### src/rtl/sap1_pkg.sv
// sap1_pkg: shared opcodes, control-word bit indices and named control words.
package sap1_pkg;

    typedef enum logic [3:0] {
        OP_LDA = 4'b0000,
        OP_ADD = 4'b0001,
        OP_SUB = 4'b0010,
        OP_OUT = 4'b1110,
        OP_HLT = 4'b1111
    } opcode_t;

    localparam int CP   = 12;
    localparam int EP   = 11;
    localparam int LM_N = 10;
    localparam int CE_N = 9;
    localparam int LI_N = 8;
    localparam int EI_N = 7;
    localparam int LA_N = 6;
    localparam int EA   = 5;
    localparam int SU   = 4;
    localparam int EU   = 3;
    localparam int LB_N = 2;
    localparam int LO_N = 1;

    localparam logic [6:1] T1_ONEHOT = 6'b000001;

    localparam logic [12:1] CW_IDLE   = 12'h3E3;
    localparam logic [12:1] CW_T1     = 12'h5E3;
    localparam logic [12:1] CW_T2     = 12'hBE3;
    localparam logic [12:1] CW_T3     = 12'h263;
    localparam logic [12:1] CW_LDA_T4 = 12'h1A3;
    localparam logic [12:1] CW_LDA_T5 = 12'h2C3;
    localparam logic [12:1] CW_ADD_T4 = 12'h1A3;
    localparam logic [12:1] CW_ADD_T5 = 12'h2E1;
    localparam logic [12:1] CW_ADD_T6 = 12'h3C7;
    localparam logic [12:1] CW_SUB_T4 = 12'h1AB;
    localparam logic [12:1] CW_SUB_T5 = 12'h2E9;
    localparam logic [12:1] CW_SUB_T6 = 12'h3CF;
    localparam logic [12:1] CW_OUT_T4 = 12'h3F2;

    // Number of active bus drivers in a control word (CE_bar and Ei_bar drive when low).
    function automatic logic [2:0] f_bus_drivers(input logic [12:1] cw);
        return 3'(cw[EP]) + 3'(~cw[CE_N]) + 3'(~cw[EI_N]) + 3'(cw[EA]) + 3'(cw[EU]);
    endfunction

endpackage

### src/rtl/sap1_ring_counter.sv
// sap1_ring_counter: 6-bit one-hot T-state ring with freeze and synchronous reset to T1.
module sap1_ring_counter
    import sap1_pkg::*;
(
    input  logic       i_clk,
    input  logic       i_clr_bar,
    input  logic       i_freeze,
    output logic [6:1] o_t
);

    logic [6:1] r_t;

    always_ff @(posedge i_clk) begin
        if (!i_clr_bar)
            r_t <= T1_ONEHOT;
        else if (!i_freeze)
            r_t <= {r_t[5:1], r_t[6]};
    end

    assign o_t = r_t;

endmodule

### src/rtl/sap1_controller.sv
// sap1_controller: SAP-1 control sequencer; combinational control word from T-state and opcode.
// Optional bus-contention checker enabled by defining SAP1_BUS_CHECK_EN.
module sap1_controller
    import sap1_pkg::*;
#(
    parameter bit HALT_ON_UNDEF = 1'b1
) (
    input  logic        CLK,
    input  logic        CLR_bar,
    input  logic [4:1]  OPCODE,
    output logic [6:1]  T,
    output logic [12:1] CON,
    output logic        HALTED,
    output logic        BUS_ERR
);

    logic        r_halted;
    logic        w_is_def;
    logic        w_halt_op;
    logic        w_freeze;
    logic [12:1] w_con;

    assign w_is_def  = OPCODE inside {OP_LDA, OP_ADD, OP_SUB, OP_OUT, OP_HLT};
    assign w_halt_op = (OPCODE == OP_HLT) || (!w_is_def && HALT_ON_UNDEF);
    // Freezing on the HLT edge itself keeps T parked at T4 alongside HALTED.
    assign w_freeze  = r_halted || (T[4] && w_halt_op);

    sap1_ring_counter u_ring (
        .i_clk     (CLK),
        .i_clr_bar (CLR_bar),
        .i_freeze  (w_freeze),
        .o_t       (T)
    );

    always_ff @(posedge CLK) begin
        if (!CLR_bar)
            r_halted <= 1'b0;
        else if (T[4] && w_halt_op)
            r_halted <= 1'b1;
    end

    always_comb begin
        w_con = CW_IDLE;
        if (!r_halted) begin
            if (T[1])
                w_con = CW_T1;
            else if (T[2])
                w_con = CW_T2;
            else if (T[3])
                w_con = CW_T3;
            else begin
                case (OPCODE)
                    OP_LDA:  w_con = T[4] ? CW_LDA_T4 : T[5] ? CW_LDA_T5 : CW_IDLE;
                    OP_ADD:  w_con = T[4] ? CW_ADD_T4 : T[5] ? CW_ADD_T5 : T[6] ? CW_ADD_T6 : CW_IDLE;
                    OP_SUB:  w_con = T[4] ? CW_SUB_T4 : T[5] ? CW_SUB_T5 : T[6] ? CW_SUB_T6 : CW_IDLE;
                    OP_OUT:  w_con = T[4] ? CW_OUT_T4 : CW_IDLE;
                    default: w_con = CW_IDLE;
                endcase
            end
        end
    end

    assign CON    = w_con;
    assign HALTED = r_halted;

`ifdef SAP1_BUS_CHECK_EN
    logic r_bus_err;

    always_ff @(posedge CLK) begin
        if (!CLR_bar)
            r_bus_err <= 1'b0;
        else if (f_bus_drivers(w_con) > 3'd1)
            r_bus_err <= 1'b1;
    end

    assign BUS_ERR = r_bus_err;
`else
    assign BUS_ERR = 1'b0;
`endif

endmodule

### config.mk
export PLATFORM = sky130hd
export DESIGN_NAME = sap1_controller
export DESIGN_NICKNAME = d
export VERILOG_FILES = /design/src/rtl/sap1_pkg.sv /design/src/rtl/sap1_ring_counter.sv /design/src/rtl/sap1_controller.sv
export SDC_FILE = /design/constraint.sdc
export NUM_CORES = 1
export LEC_CHECK = 0
export CAP_MARGIN = 15
export CORE_ASPECT_RATIO = 0.8
export CORE_MARGIN = 8
export CORE_UTILIZATION = 31
export DETAILED_ROUTE_END_ITERATION = 16
export GPL_ROUTABILITY_DRIVEN = 0
export GPL_TIMING_DRIVEN = 0
export SLEW_MARGIN = 30
export SYNTH_ARGS = -nofsm -noshare
export SYNTH_HDL_FRONTEND = slang
export SYNTH_SLANG_ARGS = --single-unit
### constraint.sdc
create_clock -name CLK -period 1.4 [get_ports CLK]
set_input_delay 0.14 -clock CLK [delete_from_list [all_inputs] [get_ports CLK]]
set_output_delay 0.14 -clock CLK [all_outputs]
set_load 0.05 [all_outputs]
* Word-level counts from Yosys, hierarchy flattened *
Index checks and enable logic that the tools add are counted.

cells by class
  equal/unequal tests = 4
  mux-type cells = 14
  reductions and logical operators = 6

operator list
  kind                                                                    number
  10-bit 2-to-1 mux                                                       4
  10-bit one-hot mux with 4 select lines                                  1
  12-bit 2-to-1 mux                                                       3
  9-bit 2-to-1 mux                                                        3
  6-bit 2-to-1 mux                                                        2
  4-bit equality test (second input constant)                             2
  5-bit 2-to-1 mux                                                        1
  5-bit nonzero test                                                      1
  4-bit by 1-bit equality test with 1-bit output (second input constant)  1
  4-bit by 2-bit equality test with 1-bit output (second input constant)  1
  4-bit logical NOT                                                       1
  1-bit logical OR                                                        2
  1-bit logical AND                                                       1
  1-bit logical NOT                                                       1

word-level totals
  bits in registers = 7
  input port bits = 6
  output and inout bits = 20
  logic and storage cells = 26

* Longest topological paths before layout *
Gate-level depths: netlist of the first run.

  word-level depth = 8
  mapped depth = 4
  mapped depth without buffers = 3

* By module *
From an unflattened synthesis of the first run, not the netlist that was laid out.

second synthesis, totals
  cell total of the unflattened synthesis = 57
  area, all modules = 480.5 µm²

modules (own cells, without submodules)
  module             times used  cells each  area each (µm²)  sequential area each (µm²)
  sap1_controller    1           38          254.0            20.0
  sap1_ring_counter  1           19          226.5            120.1

* Worst setup path before layout of the first run *
Ideal clock, no wire load.

  path kind = flip-flop to output port
  start point = register r_halted (netlist: HALTED)
  end point = output CON[4] in the netlist's numbering
  data arrival time = 2.047 ns
  required time = 1.260 ns
  slack = -0.787 ns
  stages on the path, launching flop included = 5
  path buffers = 1
  cells stage by stage = dfxtp_1 -> buf_4 -> nor4_4 -> nand2_1 -> nor4b_2

on the way
  longest elaborated chain between the ends = 1

RTL lines
  element                 RTL line               text
  from (decl)             sap1_controller.sv:17  logic r_halted;
  from (signal assigned)  sap1_controller.sv:37  r_halted <= 1'b0;
  from (signal assigned)  sap1_controller.sv:39  r_halted <= 1'b1;
  12-bit 2-to-1 mux       sap1_controller.sv:44  if (!r_halted) begin
  to (decl)               sap1_controller.sv:12  output logic [12:1] CON,

Every way passes these cells.

* Final worst setup path of the first run *
Same ends and word-level chain as after synthesis.

==> results of run 1 <==
[kinds of logic (layout without fill, tap and decap cells)]
logic type / count (synthesis) / after routing / synth area share
buffers and inverters: 8 / 45 / 0.0641
XOR/XNOR: 1 / 1 / 0.0150
AO/OA/AOI/OAI: 19 / 19 / 0.252
AND/OR/NAND/NOR: 38 / 38 / 0.423
other: 1 / 1 / 0.00640
flip-flops: 7 / 7 / 0.239
[flip-flops by register name, summed over array words and instances, names as in the netlist]
| signal | count |
|---|---|
| HALTED | 1 |
| u_ring.o_t | 6 |
[worst paths after layout]
check | startpoint | end | slack [ns] | cells past startpoint
worst max register to register | u_ring.o_t[3] | u_ring.o_t[3] | 0.24 | 5
worst max-delay path | HALTED | CON[4] | -0.34 | 4
worst min register to register | u_ring.o_t[5] | u_ring.o_t[6] | 0.56 | 2
worst min-delay path | OPCODE[3] | u_ring.o_t[2] | 0.41 | 4
[cells in the final DEF (no fill, tap or decap), types with 2 or more instances in the layout]
cell type | synthesis | routed
a21oi_1 | 2 | 2
a31oi_1 | 2 | 2
a41oi_1 | 2 | 2
and2_4 | 0 | 2
and3_1 | 9 | 8
buf_2 | 0 | 4
buf_4 | 2 | 9
buf_6 | 0 | 8
buf_8 | 0 | 2
clkbuf_1 | 2 | 2
clkbuf_2 | 0 | 2
clkbuf_4 | 0 | 3
clkdlybuf4s15_1 | 0 | 2
clkdlybuf4s15_2 | 0 | 3
dfxtp_2 | 0 | 4
dfxtp_4 | 0 | 3
dlygate4sd2_1 | 0 | 4
inv_1 | 3 | 3
nand2_1 | 4 | 4
nand3_1 | 8 | 7
nor2_1 | 3 | 2
nor2b_1 | 3 | 2
o2111ai_1 | 2 | 2
o211ai_1 | 2 | 2
o21ai_2 | 0 | 2
[synth_stat cells (2+ instances only)]
library cell and n:
a21oi_1 2, a31oi_1 2, a41oi_1 2, and2_1 2, and3_1 9, buf_4 2
clkbuf_1 2, dfxtp_1 7, inv_1 3, nand2_1 4, nand3_1 8, nor2_1 3
nor2b_1 3, nor3_1 2, o2111ai_1 2, o211ai_1 2, o21ai_1 2
[routing by layer]
| layer | routed length [microns] | track usage | up-vias |
|---|---|---|---|
| met1 | 944 | 0.134 | 344 |
| met3 | 134 | 0.0511 | 0 |
| met4 | 0 | 0.0433 | 0 |
| met5 | 0 | 0 | - |
| met2 | 972 | 0.193 | 15 |
| li1 | - | - | 356 |
[worst register-to-register path, delay by kind of cell, from the launching register on]
family / cells / cell delay, ns
flops: 1 / 0.36
buf+inv: 2 / 0.26
simple gates: 2 / 0.26
compound gates: 1 / 0.16
[power breakdown]
part	leakage, nW	internal, mW	switching [mW]
Combinational	0.389	0.218	0.378
Sequential	0.0609	0.238	0.0552
Clock	0.0150	0.109	0.0800
[what timing repair did]
item | 4_1_cts | 5_1_grt
setup endpoints to repair | 20 | 11
setup buffers | 6 | 5
pin swaps | 4 | 5
gates resized for setup | 103 | 12
[final cells by class]
cell class / instances / area (sq um)
Inverter: 4 / 17.5
Fill cell: 183 / 800
Timing Repair Buffer: 34 / 322
Multi-Input combinational cell: 59 / 469
Clock buffer: 4 / 26.3
Buffer: 3 / 18.8
Tap cell: 24 / 30.0
Sequential cell: 7 / 156
[metrics by stage]
stage / utilization / area (sq um) / setup slack, ns / setup TNS [ns]
after floorplan: - / 633 / -0.258 / -0.387
after global routing: 0.565 / 1040 / -0.421 / -2.10
final: 0.565 / 1040 / -0.336 / -1.37
after global placement: 0.491 / 903 / -1.12 / -9.90
after CTS: 0.548 / 1010 / -0.341 / -1.28
after detailed placement: 0.491 / 903 / -1.15 / -10.25
==> flow_summary.yaml, run 1 <==
outcome:
  status: "complete, but fails checks"
  violations: "setup timing"
yosys:
  synth.distinct_cells: 34
  synth.cell_area_sq_um: 586
  synth-seq-cells: 7
  async_reset_ff_frac: 0
  ys_seq_area_frac: 0.239
  avgSynthCellArea_sq_um: 7.91
  synth_cells: 74
  synth_top_area_share: 0.239
  synth_top_flop_cell: "dfxtp_1"
  synth_fp_nets: 80
  synth_edf_count: 0
  synth_top_area_cell: "dfxtp_1"
  synth_warnings: 0
  yosys-top-cells-area: "dfxtp_1, and3_1, nand3_1"
routing:
  wire_per_inst_microns: 15.2
  num_vias: 715
  viasPerCell: 5.30
  drt-initial-drc-count: 10
  antenna_left: 0
  routed_wl_mm: 2.05
  drc: 0
  first_pass_iters: 4
power:
  powerDensity_nw_per_um2: 1040
  design_power_total_mw: 1.08
  peakVddDrop_mv: 0.779
  p_leak_nw: 0.465
worst_setup_path:
  worstPathArrival_ns: 1.60
  cpMaxStageDelayCell: "dfxtp_4"
  crit_family: "simple AND/OR/NAND/NOR gates"
  critPathCaptureType: "primary output"
  path_cells: "nor4_4, nand2_1, nor4b_4, buf_6"
  cp_max_fo: 5
  path_buf_inv: 1
  critPathLaunchType: "register"
  required_ns: 1.26
  crit_type: "register to primary output"
  max_stage_delay_ns: 0.36
global_route:
  first_global_vias: 678
  antenna_found_initial: 0
  grt_max_degree: 11
  overflow: 0
  grt_pass1_wl_mm: 3.24
  grtUsageTotal: 0.117
sta:
  layout_setup_ws_ns: -0.336
  fin_crit_sh: 1.24
  finalSetupViolCount: 7
  rsz0062_at_grt: "yes"
  timing.fmax_ghz: 0.576
  hold_violations: 0
  slew_viol_final: 0
  clock_skew_ns: 0.00211
  holdWs_ns: 0.412
  timing.final.crit_period_ns: 1.74
hold_path:
  min_path_type: "primary input to register"
job:
  drv_cap: 0
die:
  die_h_microns: 54.9
  num_rows: 14
  initial_core_util: 0.318
  io_pins: 26
  die_area_sq_um: 3540
  core_sq_um: 1840
  die_w_microns: 64.6
clock_tree:
  cts_max_level: 1
  clk_latency_ns: 0.25
  clk_pin_slew_ns: 0.05
  cts_root_buf: "clkbuf_4"
  cts_hold_buffers: 0
  cts_buffers: 3
  clockBufferDepth: 2
  cts_sinks: 7
  tritoncts: "done"
placed_design:
  dp_hpwl_mm: 1.45
  dp_cells: 122
  port_buffers: 24
cells_and_area:
  layout.nets: 118
  n_antenna_cell: 0
  drive_gt1_frac: 0.495
  fin_cells: 135
  areaGrowthSynthToFinish_pct: 77.6
(Power assumes the default switching activity.)
==> run 2: changes to the inputs <==
--- a/config.mk
+++ b/config.mk
@@ -7,8 +7,8 @@
 export LEC_CHECK = 0
 export CAP_MARGIN = 15
 export CORE_ASPECT_RATIO = 0.8
-export CORE_MARGIN = 8
 export CORE_UTILIZATION = 31
+export CTS_BUF_LIST = sky130_fd_sc_hd__clkbuf_2 sky130_fd_sc_hd__clkbuf_4 sky130_fd_sc_hd__clkbuf_8
 export DETAILED_ROUTE_END_ITERATION = 16
 export GPL_ROUTABILITY_DRIVEN = 0
 export GPL_TIMING_DRIVEN = 0
==> constraint.sdc (replaced) <==
create_clock -name CLK -period 1.65 [get_ports CLK]
set_input_delay 0.165 -clock CLK [delete_from_list [all_inputs] [get_ports CLK]]
set_output_delay 0.165 -clock CLK [all_outputs]
set_load 0.05 [all_outputs]
==> run 2 against run 1 <==
  * The run still ends with setup timing left
  * Sequential power decreased by 15%
  * Global-route usage rose by 7.3 points
  * Clock skew about the same
  * Via count is 0.28% higher
  * Utilization grew 0.50 points
  * Non-clock buffer count shrank 4
  * Cell area fell by 7.2%
  * Hold slack gained 0.16 ns
  * Cell count decreased by 4.4%
  * Largest power group unchanged
==> flow_summary.yaml, run 2 (synthesis results as in run 1) <==
outcome:
  status: "complete, but fails checks"
  violations: "setup timing"
clock_tree:
  cts_hold_buffers: 0
  cts_max_level: 1
  cts_root_buf: "clkbuf_4"
  clockBufferDepth: 2
  cts_sinks: 7
  clk_latency_ns: 0.25
  tritoncts: "done"
  clk_pin_slew_ns: 0.05
  cts_buffers: 3
sta:
  timing.fmax_ghz: 0.548
  fin_setup_tns_ns: -0.705
  finalSetupViolCount: 7
  hold_violations: 0
  slew_viol_final: 0
  rsz0062_at_grt: "yes"
  timing.final.crit_period_ns: 1.83
  fin_crit_sh: 1.11
  layout_setup_ws_ns: -0.176
  clock_skew_ns: 0.00186
global_route:
  grt_max_degree: 11
  antenna_found_initial: 0
  grt_pass1_wl_mm: 2.81
  first_global_vias: 573
  grtUsageTotal: 0.190
  overflow: 0
worst_setup_path:
  path_cells: "buf_8, nor4_4, nand2_2, nor4b_4, buf_6"
  required_ns: 1.48
  critPathLaunchType: "register"
  crit_start: "HALTED"
  critPathCaptureType: "primary output"
  cpMaxStageDelayCell: "nor4_4"
  worstPathArrival_ns: 1.66
  rr_startpoint: "HALTED"
  crit_type: "register to primary output"
  crit_family: "simple AND/OR/NAND/NOR gates"
  path_buf_inv: 2
  max_stage_delay_ns: 0.37
  cp_max_fo: 8
power:
  p_leak_nw: 0.438
  peakVddDrop_mv: 0.767
  design_power_total_mw: 0.869
  powerDensity_nw_per_um2: 901
hold_path:
  hold_start: "u_ring.o_t[3]"
  min_path_type: "register to register"
routing:
  first_pass_iters: 4
  wire_per_inst_microns: 14.0
  drc: 0
  viasPerCell: 5.56
  drt-initial-drc-count: 24
  antenna_left: 0
  num_vias: 717
  routed_wl_mm: 1.81
cells_and_area:
  drive_gt1_frac: 0.402
  largest_register_ffs: 6
  areaGrowthSynthToFinish_pct: 64.7
  final_area_sq_um: 965
  layout.nets: 114
  layout_commonest_cell: "dlygate4sd2_1"
  n_antenna_cell: 0
  final_cell_mix: "dlygate4sd2_1, buf_4, and3_1"
die:
  die_area_sq_um: 2070
  core_sq_um: 1690
  num_rows: 13
  die_w_microns: 50.6
  die_h_microns: 40.9
  io_pins: 26
  initial_core_util: 0.346
placed_design:
  dp_hpwl_mm: 1.23
  postPlaceCellArea_sq_um: 877
  port_buffers: 24
job:
  drv_cap: 0
run 2: per-stage QoR:
stage / setup WS (ns) / util / hold slack [ns] / std cells
floorplan: -0.164 / - / 0.354 / 74
global placement: -0.915 / 0.518 / 0.568 / 120
detailed placement: -0.930 / 0.518 / 0.570 / 120
CTS: -0.183 / 0.546 / 0.567 / 127
global route: -0.252 / 0.570 / 0.609 / 129
finish: -0.176 / 0.570 / 0.573 / 129
run 2: per-layer routing:
| metal | GRT usage | part of all wire |
|---|---|---|
| met5 | 0 | 0 |
| met2 | 0.290 | 0.44 |
| met3 | 0.0556 | 0.068 |
| met1 | 0.259 | 0.48 |
| met4 | 0.0625 | 0.0050 |
run 2: timing repair:
item                                    4_1_cts  5_1_grt
gates resized for setup                      66       23
setup buffers                                 3        2
pin swaps                                     4        3
endpoints found under the setup margin       17        9
run 2: final timing paths:
check / end / slack (ns) / cells past startpoint
max: CON[4] / -0.18 / 5
min: u_ring.o_t[4] / 0.57 / 2
max reg2reg: u_ring.o_t[2] / 0.48 / 4
min reg2reg: u_ring.o_t[4] / 0.57 / 2
run 2: worst reg2reg max path: cells and delay by family, from the launching register on:
family / cells / cell delay, ns
flip-flops: 1 / 0.35
AND/OR/NAND/NOR: 1 / 0.09
buffers and inverters: 2 / 0.34
AO/OA/AOI/OAI: 1 / 0.27
run 2: power by group:
group | total [mW] | internal (mW) | switching [mW] | leakage [nW]
combinational | 0.445 | 0.146 | 0.299 | 0.360
sequential | 0.250 | 0.200 | 0.0495 | 0.0601
clock | 0.175 | 0.109 | 0.0660 | 0.0184
total | 0.869 | 0.455 | 0.414 | 0.438
run 2: area by class of cell:
cell class | instances | area [sq um]
fill | 161 | 727
multi-input combinational | 59 | 455
timing repair buffer | 29 | 253
sequential | 7 | 153
buffer | 4 | 31.3
clock buffer | 4 | 30.0
tap | 22 | 27.5
inverter | 4 | 15.0
==> run 3: changes to the inputs <==
--- a/config.mk
+++ b/config.mk
@@ -5,6 +5,7 @@
 export SDC_FILE = /design/constraint.sdc
 export NUM_CORES = 1
 export LEC_CHECK = 0
+export ABC_CLOCK_PERIOD_IN_PS = 1650
 export CAP_MARGIN = 15
 export CORE_ASPECT_RATIO = 0.8
 export CORE_UTILIZATION = 31
==> constraint.sdc (replaced) <==
create_clock -name CLK -period 1.65 [get_ports CLK]
set_input_delay 0.165 -clock CLK [delete_from_list [all_inputs] [get_ports CLK]]
set_output_delay 0.165 -clock CLK [all_outputs]
set_load 0.005 [all_outputs]
==> run 3 against run 2 <==
  * The flow now finishes without violations
  * Worst setup slack gained 0.19 ns
  * First-iteration DRC count shrank 54%
  * Flip-flop and latch count is the same
  * Largest cell class unchanged
==> flow_summary.yaml, run 3 (synthesis results as in run 1) <==
cells_and_area:
  drive_gt1_frac: 0.355
  n_antenna_cell: 0
  largest_register_ffs: 6
  areaGrowthSynthToFinish_pct: 72.2
  multi_input_comb_area_sq_um: 450
  final_area_sq_um: 1010
  layout_commonest_cell: "clkdlybuf4s50_1"
  seq_area_sq_um: 150
  layout.nets: 117
  nFillCells: 163
  final_cell_mix: "clkdlybuf4s50_1, and3_1, nand3_1"
die:
  die_h_microns: 40.9
  io_pins: 26
  initial_core_util: 0.346
  num_rows: 13
  core_sq_um: 1690
  die_w_microns: 50.6
  die_area_sq_um: 2070
power:
  powerDensity_nw_per_um2: 753
  p_leak_nw: 0.442
  peakVddDrop_mv: 0.551
routing:
  wire_per_inst_microns: 14.3
  antenna_left: 0
  drc: 0
  routed_wl_mm: 1.89
  drt-initial-drc-count: 11
  num_vias: 734
  first_pass_iters: 7
  viasPerCell: 5.56
sta:
  timing.fmax_ghz: 0.610
  finalSetupViolCount: 0
  hold_violations: 0
  layout_setup_ws_ns: 0.0119
  clock_skew_ns: 0.00187
  holdWs_ns: 0.600
  slew_viol_final: 0
  timing.final.crit_period_ns: 1.64
  fin_crit_sh: 0.993
  rsz0062_at_grt: "yes"
worst_setup_path:
  required_ns: 1.48
  critPathCaptureType: "primary output"
  crit_type: "register to primary output"
  cp_max_fo: 3
  critPathLaunchType: "register"
  worstPathArrival_ns: 1.47
global_route:
  grt_pass1_wl_mm: 2.91
  first_global_vias: 627
  grtUsageTotal: 0.194
  antenna_found_initial: 0
  grt_max_degree: 11
  overflow: 0
job:
  drv_cap: 0
placed_design:
  postPlaceCellArea_sq_um: 853
  dp_slack_ns: -0.530
  port_buffers: 24
  dp_hpwl_mm: 1.20
clock_tree:
  clk_latency_ns: 0.25
  clk_pin_slew_ns: 0.06
  cts_hold_buffers: 0
  cts_root_buf: "clkbuf_4"
  cts_buffers: 3
  cts_max_level: 1
  tritoncts: "done"
  clockBufferDepth: 2
  cts_sinks: 7
hold_path:
  min_path_type: "register to register"
outcome:
  status: "complete, no violations"
## run 3: cell types whose count changed in the layout (fill, tap and decap cells not counted), moves of 2 or more
| cell | change |
|---|---|
| buf_4 | -2 |
| buf_8 | -2 |
| clkdlybuf4s15_1 | +3 |
| clkdlybuf4s15_2 | +2 |
| clkdlybuf4s50_1 | +7 |
| dfxtp_1 | +2 |
| dfxtp_2 | -2 |
| dlygate4sd2_1 | -6 |
## run 3: area by class of cell
cell class	instances	area share
well taps	22	0.0273
repair buffers	32	0.298
plain buffers	4	0.0298
flip-flops and latches	7	0.149
clock buffers	4	0.0298
multi-input cells	59	0.447
inverters	4	0.0199
## run 3: routing by layer
metal / vias up / track usage / routed length (microns)
met1: 326 / 0.245 / 844
met5: - / 0 / 0
met3: 6 / 0.0407 / 158
li1: 359 / - / -
met2: 43 / 0.327 / 849
met4: 0 / 0.0903 / 34
## run 3: final timing paths
check	from	endpoint	slack, ns	cells after the start
worst min register to register	u_ring.o_t[5]	u_ring.o_t[6]	0.60	2
worst max-delay path	u_ring.o_t[3]	CON[4]	0.01	5
worst max register to register	HALTED	u_ring.o_t[2]	0.54	5
worst min-delay path	u_ring.o_t[5]	u_ring.o_t[6]	0.60	2
## run 3: worst max-delay path: stages, from the launching register on
cell and delay (ns):
dfxtp_4 0.36, nor4_4 0.31, buf_4 0.17, nand2_2 0.04, nor4b_2 0.19, buf_2 0.14
## run 3: what timing repair did
| action | CTS | global route |
|---|---|---|
| resized for setup | 44 | 10 |
| buffers inserted | 7 | 1 |
| gates cloned | 0 | 0 |
| pin swaps | 6 | 1 |
| hold endpoints to repair | 0 | 0 |
| endpoints found under the setup margin | 11 | 9 |
## run 3: through the flow
stage	setup TNS, ns	utilization	total power, mW	cells
floorplan	0	-	0.371	74
global placement	-3.29	0.504	0.515	120
detailed placement	-3.26	0.504	0.513	120
CTS	0	0.581	0.747	131
global route	-0.0711	0.596	0.804	132
finish	0	0.596	0.759	132
## run 3: power breakdown
group / total (mW) / internal, mW / switching (mW)
clock network: 0.180 / 0.109 / 0.0705
logic: 0.341 / 0.185 / 0.156
registers: 0.239 / 0.200 / 0.0387
total: 0.759 / 0.494 / 0.265
